==> src/rtl/off_chip_pkg.sv <==
// Shared widths, receive-state encoding and keep-mask table for the off-chip
// receive packer.
package off_chip_pkg;

  localparam int BYTE_W = 8;
  localparam int LANES  = 4;
  localparam int WORD_W = 32;

  typedef enum logic [0:0] {
    ST_FILL       = 1'b0,
    ST_FLUSH_WAIT = 1'b1
  } rx_state_e;

  // Entry n marks the low n bytes of a word as real data.
  localparam logic [LANES:0][LANES-1:0] KEEP_TABLE = {4'hF, 4'h7, 4'h3, 4'h1, 4'h0};

endpackage

==> src/rtl/off_chip_rx_fifo.sv <==
// Synchronous word+keep FIFO; the head is read straight from storage and the
// last popped entry is held so the output stays stable while empty.
module off_chip_rx_fifo #(
  parameter int DEPTH = 4,
  parameter int WIDTH = 36
) (
  input  logic             clk_i,
  input  logic             rst_ni,
  input  logic             push_i,
  input  logic [WIDTH-1:0] data_i,
  input  logic             pop_i,
  output logic [WIDTH-1:0] data_o,
  output logic             valid_o,
  output logic             full_o,
  output logic             empty_o
);

  localparam int AW = $clog2(DEPTH);

  logic [AW:0]      wr_ptr_q, rd_ptr_q;
  logic [WIDTH-1:0] mem_q [DEPTH];
  logic [WIDTH-1:0] last_q;
  logic             do_push, do_pop;

  // The extra top pointer bit tells a full FIFO from an empty one.
  assign full_o  = (wr_ptr_q[AW] != rd_ptr_q[AW]) && (wr_ptr_q[AW-1:0] == rd_ptr_q[AW-1:0]);
  assign empty_o = (wr_ptr_q == rd_ptr_q);
  assign valid_o = !empty_o;
  assign data_o  = empty_o ? last_q : mem_q[rd_ptr_q[AW-1:0]];

  assign do_push = push_i && !full_o;
  assign do_pop  = pop_i && !empty_o;

  always_ff @(posedge clk_i or negedge rst_ni) begin
    if (!rst_ni) begin
      wr_ptr_q <= '0;
      rd_ptr_q <= '0;
      last_q   <= '0;
    end else begin
      if (do_push) wr_ptr_q <= wr_ptr_q + 1'b1;
      if (do_pop) begin
        rd_ptr_q <= rd_ptr_q + 1'b1;
        last_q   <= mem_q[rd_ptr_q[AW-1:0]];
      end
    end
  end

  always_ff @(posedge clk_i) begin
    if (do_push) mem_q[wr_ptr_q[AW-1:0]] <= data_i;
  end

endmodule

==> src/rtl/off_chip_rx_packer.sv <==
// Packs the deinterleaved byte stream into little-endian 32-bit words with a
// keep mask; statistics counters exist only when OFF_CHIP_RX_STATS_EN is defined.
module off_chip_rx_packer
  import off_chip_pkg::*;
#(
  parameter int FIFO_DEPTH = 4,
  parameter int CNT_WIDTH  = 16
) (
  input  logic                 clk_i,
  input  logic                 rst_ni,
  input  logic [BYTE_W-1:0]    in_data_i,
  input  logic                 in_valid_i,
  output logic                 in_ready_o,
  input  logic                 flush_i,
  output logic [WORD_W-1:0]    out_data_o,
  output logic [LANES-1:0]     out_keep_o,
  output logic                 out_valid_o,
  input  logic                 out_ready_i,
  output logic [CNT_WIDTH-1:0] byte_cnt_o,
  output logic [CNT_WIDTH-1:0] word_cnt_o
);

  rx_state_e         state_q, state_d;
  logic [1:0]        lane_q, lane_d;
  logic [WORD_W-1:0] asm_q, asm_d, asm_byte;
  logic              started_q;
  logic              xfer, push, pop;
  logic [2:0]        fill_n;
  logic [WORD_W-1:0] push_data;
  logic [LANES-1:0]  push_keep;
  logic              fifo_full, fifo_empty;

  // in_ready depends only on registers, so upstream sees no combinational loop.
  assign in_ready_o = started_q && (state_q == ST_FILL) && !(fifo_full && (lane_q == 2'd3));
  assign xfer       = in_valid_i && in_ready_o;
  assign pop        = out_valid_o && out_ready_i;

  always_comb begin
    asm_byte = asm_q;
    if (xfer) asm_byte[{lane_q, 3'b000} +: BYTE_W] = in_data_i;
    fill_n    = {1'b0, lane_q} + {2'b00, xfer};
    state_d   = state_q;
    lane_d    = lane_q;
    asm_d     = asm_q;
    push      = 1'b0;
    push_data = asm_byte;
    push_keep = KEEP_TABLE[fill_n];
    case (state_q)
      ST_FILL: begin
        if (xfer && (lane_q == 2'd3)) begin
          push   = 1'b1;
          lane_d = 2'd0;
          asm_d  = '0;
        end else if (flush_i && (fill_n != 3'd0)) begin
          if (!fifo_full) begin
            push   = 1'b1;
            lane_d = 2'd0;
            asm_d  = '0;
          end else begin
            state_d = ST_FLUSH_WAIT;
            asm_d   = asm_byte;
            lane_d  = fill_n[1:0];
          end
        end else if (xfer) begin
          asm_d  = asm_byte;
          lane_d = lane_q + 2'd1;
        end
      end
      ST_FLUSH_WAIT: begin
        push_data = asm_q;
        push_keep = KEEP_TABLE[{1'b0, lane_q}];
        if (!fifo_full) begin
          push    = 1'b1;
          lane_d  = 2'd0;
          asm_d   = '0;
          state_d = ST_FILL;
        end
      end
      default: state_d = ST_FILL;
    endcase
  end

  always_ff @(posedge clk_i or negedge rst_ni) begin
    if (!rst_ni) begin
      state_q   <= ST_FILL;
      lane_q    <= 2'd0;
      asm_q     <= '0;
      started_q <= 1'b0;
    end else begin
      state_q   <= state_d;
      lane_q    <= lane_d;
      asm_q     <= asm_d;
      started_q <= 1'b1;
    end
  end

  off_chip_rx_fifo #(
    .DEPTH(FIFO_DEPTH),
    .WIDTH(WORD_W + LANES)
  ) u_fifo (
    .clk_i  (clk_i),
    .rst_ni (rst_ni),
    .push_i (push),
    .data_i ({push_keep, push_data}),
    .pop_i  (pop),
    .data_o ({out_keep_o, out_data_o}),
    .valid_o(out_valid_o),
    .full_o (fifo_full),
    .empty_o(fifo_empty)
  );

`ifdef OFF_CHIP_RX_STATS_EN
  logic [CNT_WIDTH-1:0] byte_cnt_q, word_cnt_q;

  always_ff @(posedge clk_i or negedge rst_ni) begin
    if (!rst_ni) begin
      byte_cnt_q <= '0;
      word_cnt_q <= '0;
    end else begin
      if (xfer) byte_cnt_q <= byte_cnt_q + CNT_WIDTH'(1);
      if (push) word_cnt_q <= word_cnt_q + CNT_WIDTH'(1);
    end
  end

  assign byte_cnt_o = byte_cnt_q;
  assign word_cnt_o = word_cnt_q;
`else
  assign byte_cnt_o = '0;
  assign word_cnt_o = '0;
`endif

endmodule

==> config.mk <==
export PLATFORM = sky130hd
export DESIGN_NAME = off_chip_rx_packer
export DESIGN_NICKNAME = d
export VERILOG_FILES = /design/src/rtl/off_chip_pkg.sv /design/src/rtl/off_chip_rx_fifo.sv /design/src/rtl/off_chip_rx_packer.sv
export SDC_FILE = /design/constraint.sdc
export NUM_CORES = 1
export LEC_CHECK = 0
export BUFFER_PORTS_ARGS = -buffer_cell sky130_fd_sc_hd__buf_2
export CAP_MARGIN = 30
export CELL_PAD_IN_SITES_DETAIL_PLACEMENT = 0
export CELL_PAD_IN_SITES_GLOBAL_PLACEMENT = 1
export CORE_MARGIN = 4
export CORE_UTILIZATION = 48
export CTS_BUF_LIST = sky130_fd_sc_hd__clkbuf_4
export CTS_CLUSTER_SIZE = 24
export DETAILED_ROUTE_END_ITERATION = 10
export PLACE_DENSITY = 0.82
export REMOVE_ABC_BUFFERS = 1
export SYNTH_ARGS = -nofsm -noshare
export SYNTH_HDL_FRONTEND = slang
export SYNTH_SLANG_ARGS = --single-unit
==> constraint.sdc <==
create_clock -name clk_i -period 3.1 [get_ports clk_i]
set_input_delay 0.31 -clock clk_i [delete_from_list [all_inputs] [get_ports clk_i]]
set_output_delay 0.31 -clock clk_i [all_outputs]
set_load 0.01 [all_outputs]
Word level (Yosys, flattened, before mapping). Memory sizes are Yosys's and may differ from the RTL's. Cells that the tools add are included.

$add $sub $neg: 5. Shift-type cells: 2. Bitwise logic cells: 1. Equal/unequal tests: 6. Magnitude comparators: 2. Reductions and logical operators: 15. Mux-type cells: 30.

Operators by type and width (count): 32-bit 2-to-1 mux (7); 32-bit one-hot mux with 2 select lines (1); 36-bit 2-to-1 mux (1); 32-bit bitwise mux (1); 8-bit by 7-bit variable shift with 32-bit output, first input constant (1); 8-bit by 7-bit variable part select with 32-bit output (1); 4-bit 2-to-1 mux (3); 1-bit logical AND (10); 2-bit 2-to-1 mux (5); 4-bit binary-select mux with 2-bit select (1); 1-bit 2-to-1 mux (8); 5-bit negator with 7-bit output (1); 3-bit by 1-bit adder with 3-bit output, second input constant (2); 2-bit by 4-bit less-than comparator with 1-bit output, second input constant (1); 3-bit by 4-bit less-than comparator with 1-bit output, second input constant (1); 4-bit by 2-bit != test with 1-bit output, second input constant (1); 1-bit one-hot mux with 2 select lines (2); 2-bit one-hot mux with 2 select lines (1); 2-bit by 1-bit adder with 3-bit output (1); 3-bit == test (1); 1-bit zero test (3); 3-bit nonzero test (1); 2-bit by 1-bit adder with 2-bit output, second input constant (1); 2-bit == test (1); other kinds (5) (5).

Input bits: 13. ROM bits: 32. Memories: 2. RAM bits: 144. Word-level logic and storage cells: 70. Output and inout bits: 70. Bits in registers: 78.

Memories: u_fifo.mem_q (depth 4, bits a word 36, read ports 1, clocked after memory_dff 0, write ports 1, RTL line off_chip_rx_fifo.sv:21) `logic [WIDTH-1:0] mem_q [DEPTH];`; (name not given) (depth 8, bits a word 4, read ports 1, clocked after memory_dff 0, write ports 0, RTL line off_chip_rx_packer.sv:47) `push_keep = KEEP_TABLE[fill_n];`.

Logic depth before layout (Yosys ltp).
Depth in word-level cells: 15. Depth in mapped cells: 9. Depth with buffers taken out: 9.

Hierarchy. From an unflattened synthesis, not the netlist that was laid out.

Cells, all modules: 558. Area total of the unflattened synthesis: 9890.7 sq um.

By module, submodules not included: off_chip_rx_fifo (times used 1, area an instance 7628.6 sq um, seq. area each 5375.2 sq um, cells each 341); off_chip_rx_packer (times used 1, area an instance 2262.2 sq um, seq. area each 900.9 sq um, cells each 217).

Worst setup path before layout. Ideal clock, no wire load.

Kind: register -> register. From: reg lane_q[0]. To: mem u_fifo.mem_q[3][0], enable pin. Arrival: 2872 ps. Library setup time: 398 ps. Required time: 2702 ps. Slack: -170 ps. Clock period less this slack: 3270 ps. Stages on the path, launching flop included: 9. Cell sequence: dfrtp_1 ha_1 a41oi_2 ha_1 inv_1 ha_1 o31ai_2 nand3b_1 and3_1.

Longest elaborated chain between the ends: 14.

RTL lines: start: declaration (RTL line off_chip_rx_packer.sv:24) `logic [1:0] lane_q, lane_d;`; start signal: assignment (RTL line off_chip_rx_packer.sv:91) `lane_q <= lane_d;`; 2-bit == test (RTL line off_chip_rx_packer.sv:34, off_chip_rx_packer.sv:50); 1-bit logical AND (RTL line off_chip_rx_packer.sv:34) `assign in_ready_o = started_q && (state_q == ST_FILL) && !(fifo_full && (lane_q == 2'd3));`; 1-bit zero test (RTL line off_chip_rx_packer.sv:34); 1-bit logical AND (RTL line off_chip_rx_packer.sv:34); 1-bit logical AND (RTL line off_chip_rx_packer.sv:35) `assign xfer = in_valid_i && in_ready_o;`; 2-bit by 1-bit adder with 3-bit output (RTL line off_chip_rx_packer.sv:41) `fill_n = {1'b0, lane_q} + {2'b00, xfer};`; 3-bit nonzero test (RTL line off_chip_rx_packer.sv:54) `end else if (flush_i && (fill_n != 3'd0)) begin`; 1-bit logical AND (RTL line off_chip_rx_packer.sv:54); 1-bit 2-to-1 mux (RTL line off_chip_rx_packer.sv:54); 1-bit 2-to-1 mux * (RTL line off_chip_rx_packer.sv:50) `if (xfer && (lane_q == 2'd3)) begin`; 1-bit one-hot mux with 2 select lines * (RTL line off_chip_rx_packer.sv:48) `case (state_q)`; 1-bit logical AND * (RTL line off_chip_rx_fifo.sv:31) `assign do_push = push_i && !full_o;`; 1-bit 2-to-1 mux * (RTL line off_chip_rx_fifo.sv:49) `if (do_push) mem_q[wr_ptr_q[AW-1:0]] <= data_i;`; 1-bit 2-to-1 mux (implied by the code) * (RTL line off_chip_rx_fifo.sv:49); end: declaration (RTL line off_chip_rx_fifo.sv:21).

Every way passes the cells marked *; elsewhere a longest branch is shown, timed or not.

Worst setup path in the final report.
From: reg lane_q[0]. To: reg asm_q[16].

Longest elaborated chain between the ends: 11.

RTL lines: parallel branches: the longest is 11 deep, another holds 5-bit negator with 7-bit output; end signal: assignment (RTL line off_chip_rx_packer.sv:92) `asm_q <= asm_d;`; end: declaration (RTL line off_chip_rx_packer.sv:25) `logic [WORD_W-1:0] asm_q, asm_d, asm_byte;`.

Parallel ways; which one is timed is not known. The select of a mux whose other input is x is not followed. A chain may end at the register's enable or synchronous reset.

==> key figures <==
Synth
  • Number of synthesized flops with an enable pin: 144
  • Largest area contributor in the netlist: edfxtp_1
  • Synthesized area: between 9000 and 10000 um2
  • Flip-flop and latch count after synthesis: between 200 and 250
  • Most common library cells after synthesis: edfxtp_1 (144), dfrtp_1 (78), mux2_2 (52)
  • Main synth FF type: edfxtp_1
  • Synth cell types: between 40 and 50
  • Synth warn: 0
  • Top-count cell post-synth: edfxtp_1
  • Synthesized area per cell: about 17 um2
  • Area fraction of the dominant cell type after synthesis: between 40% and 50%
  • Ranking of synthesized cells by area: edfxtp_1 (45%), dfrtp_1 (20%), mux4_2 (8.4%), mux2_2 (6.1%), mux2_4 (3.1%)
  • Async set-reset flop share out of synthesis: a little over a third
  • Post-synthesis sequential area ratio: about two thirds
  • Cell count after synthesis: 552

Global route
  • First-pass GRT wire length: between 20000 and 30000 um
  • Total GRT Usage: between 10% and 20%
  • Layer with the highest usage: met2
  • GRT met1 Usage: 22.3%
  • Gr ovfl total: 0
  • Met2 Resource Use GR: 28.0%
  • Met3 GRT Util: under 10%
  • Largest net degree at the start of global routing: 54
  • Antenna violations before repair: 1
  • Number of global-route vias before repair: between 5000 and 6000

Worst setup path
  • CP top delay family: compound AO/OA/AOI/OAI gates
  • CP dominant cell by count: ha_1
  • Worst Setup End Kind: flop
  • CP Cell Sequence: ha_1 > a41oi_2 > ha_1 > inv_1 > ha_1 > o31ai_4 > nand3b_1 > buf_4 > buf_4 > a22oi_2 > a32o_1
  • Crit start category: flop
  • Worst EP required: approximately 3700 ps
  • Crit path DAT: approximately 3500 ps
  • Kind of critical path: reg -> reg
  • Critical-path top delay cell: dfrtp_1
  • Worst path bufs/invs: 3
  • Slowest cell delay on critical path: about 460 ps
  • Crit Path Max Fanout: 8

Detailed routing
  • ANT nets after route: 0
  • Post-Route WL: between 15000 and 20000 um
  • Detailed-route DRC error count: 0
  • Via Count: between 5000 and 6000
  • 1st-pass router iterations: 5
  • DRT iter0 DRCs: approximately 370
  • Vias per std cell: between 5 and 6
  • WL per Instance: about 19 um

STA
  • Hold slack: approximately 78 ps
  • Worst-Margin Slew: approximately 590 ps
  • Final hold vios: 0
  • Max transition margin: between 60 and 70%
  • Post-layout min period: about 3000 ps
  • Setup TNS: 0 ps
  • Max Slew Vio Count: 0
  • Count of final setup violators: 0
  • Fin crit share: a little over nine tenths
  • Fmax: approximately 340 MHz
  • Clock Skews: about 63 ps
  • RSZ-0062 raised after global routing: no

CTS
  • Clk_lat worst skew: around 700 ps
  • Clock H-tree levels: 2
  • CTS Buf Count: 56
  • Clk root buf: clkbuf_4
  • Max clock buf depth: 3
  • Clock-pin slew on the worst setup and hold paths: 60 ps
  • Sink Count: around 220
  • CTS tree: done

Place
  • # port buffers: 50
  • Dpl hpwl: 11600 um
  • Inst Count DP: ~860
  • GPL Wtd Cong: around 0.8

Floorplan
  • Core footprint: approximately 20000 um2
  • FP Rows: about 50
  • Starting Density: ~49%
  • # IOs: between 80 and 90
  • Die area: between 20000 and 25000 um2
  • Die span in y: about 150 um
  • Die X: about 150 um

Finish
  • Final nets: roughly 700
  • Register area: roughly 6300 um2
  • # fillers: around 1600
  • Final std cells w/o fill: 980
  • Area of the multi-input gates: 3080 um2
  • Share of cells above drive strength 1: between 30% and 40%
  • Synth-to-layout area growth: 14.5%

Power and ir drop
  • Static Leak: approximately 4.1 nW
  • PwrDens: around 1100 nW/um2
  • Maximum vdd drop: around 0.44 mV

Status
  • Status: finished clean

Worst hold path
  • Worst min path class: in -> async

Flow run
  • Max-cap violation count: 0
[registers in the layout, indices dropped and copies added, names as in the netlist]
name,cells
asm_q,32
u_fifo.mem_q,144
state_q,1
started_q,1
u_fifo.last_q,36
lane_q,2
u_fifo.rd_ptr_q,3
u_fifo.wr_ptr_q,3
[worst register-to-register path: stages, from the launching register on]
cell	delay, ps
dfrtp_1	460
ha_1	280
a41oi_2	200
ha_1	240
inv_1	60
ha_1	360
o31ai_4	270
nand3b_1	160
buf_4	160
buf_4	130
a22oi_2	370
a32o_1	180
[layer usage]
metal  vias to the layer above  part of all wire [%]
li1                       2391                     -
met1                      2709                    42
met5                         -                     0
met4                         0                   2.1
met2                       211                    50
met3                        33                   6.4
[final cells by class]
class / count / area share [%]
Timing Repair Buffer: 85 / 5.29
Tap cell: 265 / 3.00
Multi-Input combinational cell: 296 / 27.9
Antenna cell: 1 / 0.0227
Clock buffer: 83 / 5.64
Sequential cell: 222 / 56.8
Clock inverter: 22 / 1.10
Inverter: 6 / 0.204
[per-stage QoR]
step                      area, um2  worst slack, ps  utilization [%]  power [mW]
final                         11000              174             56.4        11.8
after detailed placement      10100            -81.5             51.8        9.36
after global placement        10100             73.0             51.6        9.20
after global routing          11000             12.5             56.4        12.5
after floorplan                9370            -1910                -        7.84
after CTS                     11000             17.5             56.2        11.9
[worst paths after layout]
kind,startpoint,end,slack (ps),depth (start not counted)
min in group clk_i,flush_i,lane_q[0],130,3
hold reg to reg,asm_q[16],asm_q[16],490,1
max in group asynchronous,rst_ni,u_fifo.rd_ptr_q[0],2340,3
setup reg to reg,lane_q[0],asm_q[16],170,11
hold / removal,rst_ni,u_fifo.last_q[22],80,2
setup / recovery,lane_q[0],asm_q[16],170,11
[layout by cell type (no fill, tap or decap), drive strengths merged, types with 3 or more instances in the layout]
cell,netlist,layout
dfrtp,78,78
nor2,3,3
and2,3,3
a22o,24,24
nand3,4,4
nor2b,9,9
clkbuf,6,83
mux4,36,36
ha,13,13
a22oi,3,3
a32o,24,24
clkinv,0,19
o21ai,10,10
nand2,20,20
a21oi,6,6
inv,6,7
buf,53,75
mux2,73,73
xnor2,5,5
conb,2,33
dlygate4sd3,0,10
and3,5,5
nand3b,4,4
edfxtp,144,144
[logic make-up (layout without fill, tap and decap cells)]
group           after synthesis  after routing  synth area share [%]
compound gates               79             79                  7.11
xor+xnor                      7              7                 0.870
fa+ha+maj                    13             13                  1.69
buf+inv                      65            196                  4.27
flops                       222            222                  65.1
mux                         110            110                  17.8
other cells                   2             34                0.0779
simple gates                 54             54                  3.06
[report_power, final]
group | leakage (nW) | internal [mW] | total (mW) | switching, mW
Sequential | 2.20 | 4.18 | 4.50 | 0.316
Combinational | 1.50 | 2.35 | 4.82 | 2.47
Clock | 0.437 | 1.32 | 2.47 | 1.15
[repair_timing]
item / CTS / global route
setup buffers: 3 / 2
hold buffers: 10 / 0
pin swaps: 2 / 3
endpoints found under the setup margin: 87 / 142
gates resized for setup: 1 / 3
hold endpoints to repair: 89 / 0
No activity file was read; power rests on OpenSTA's default activity.
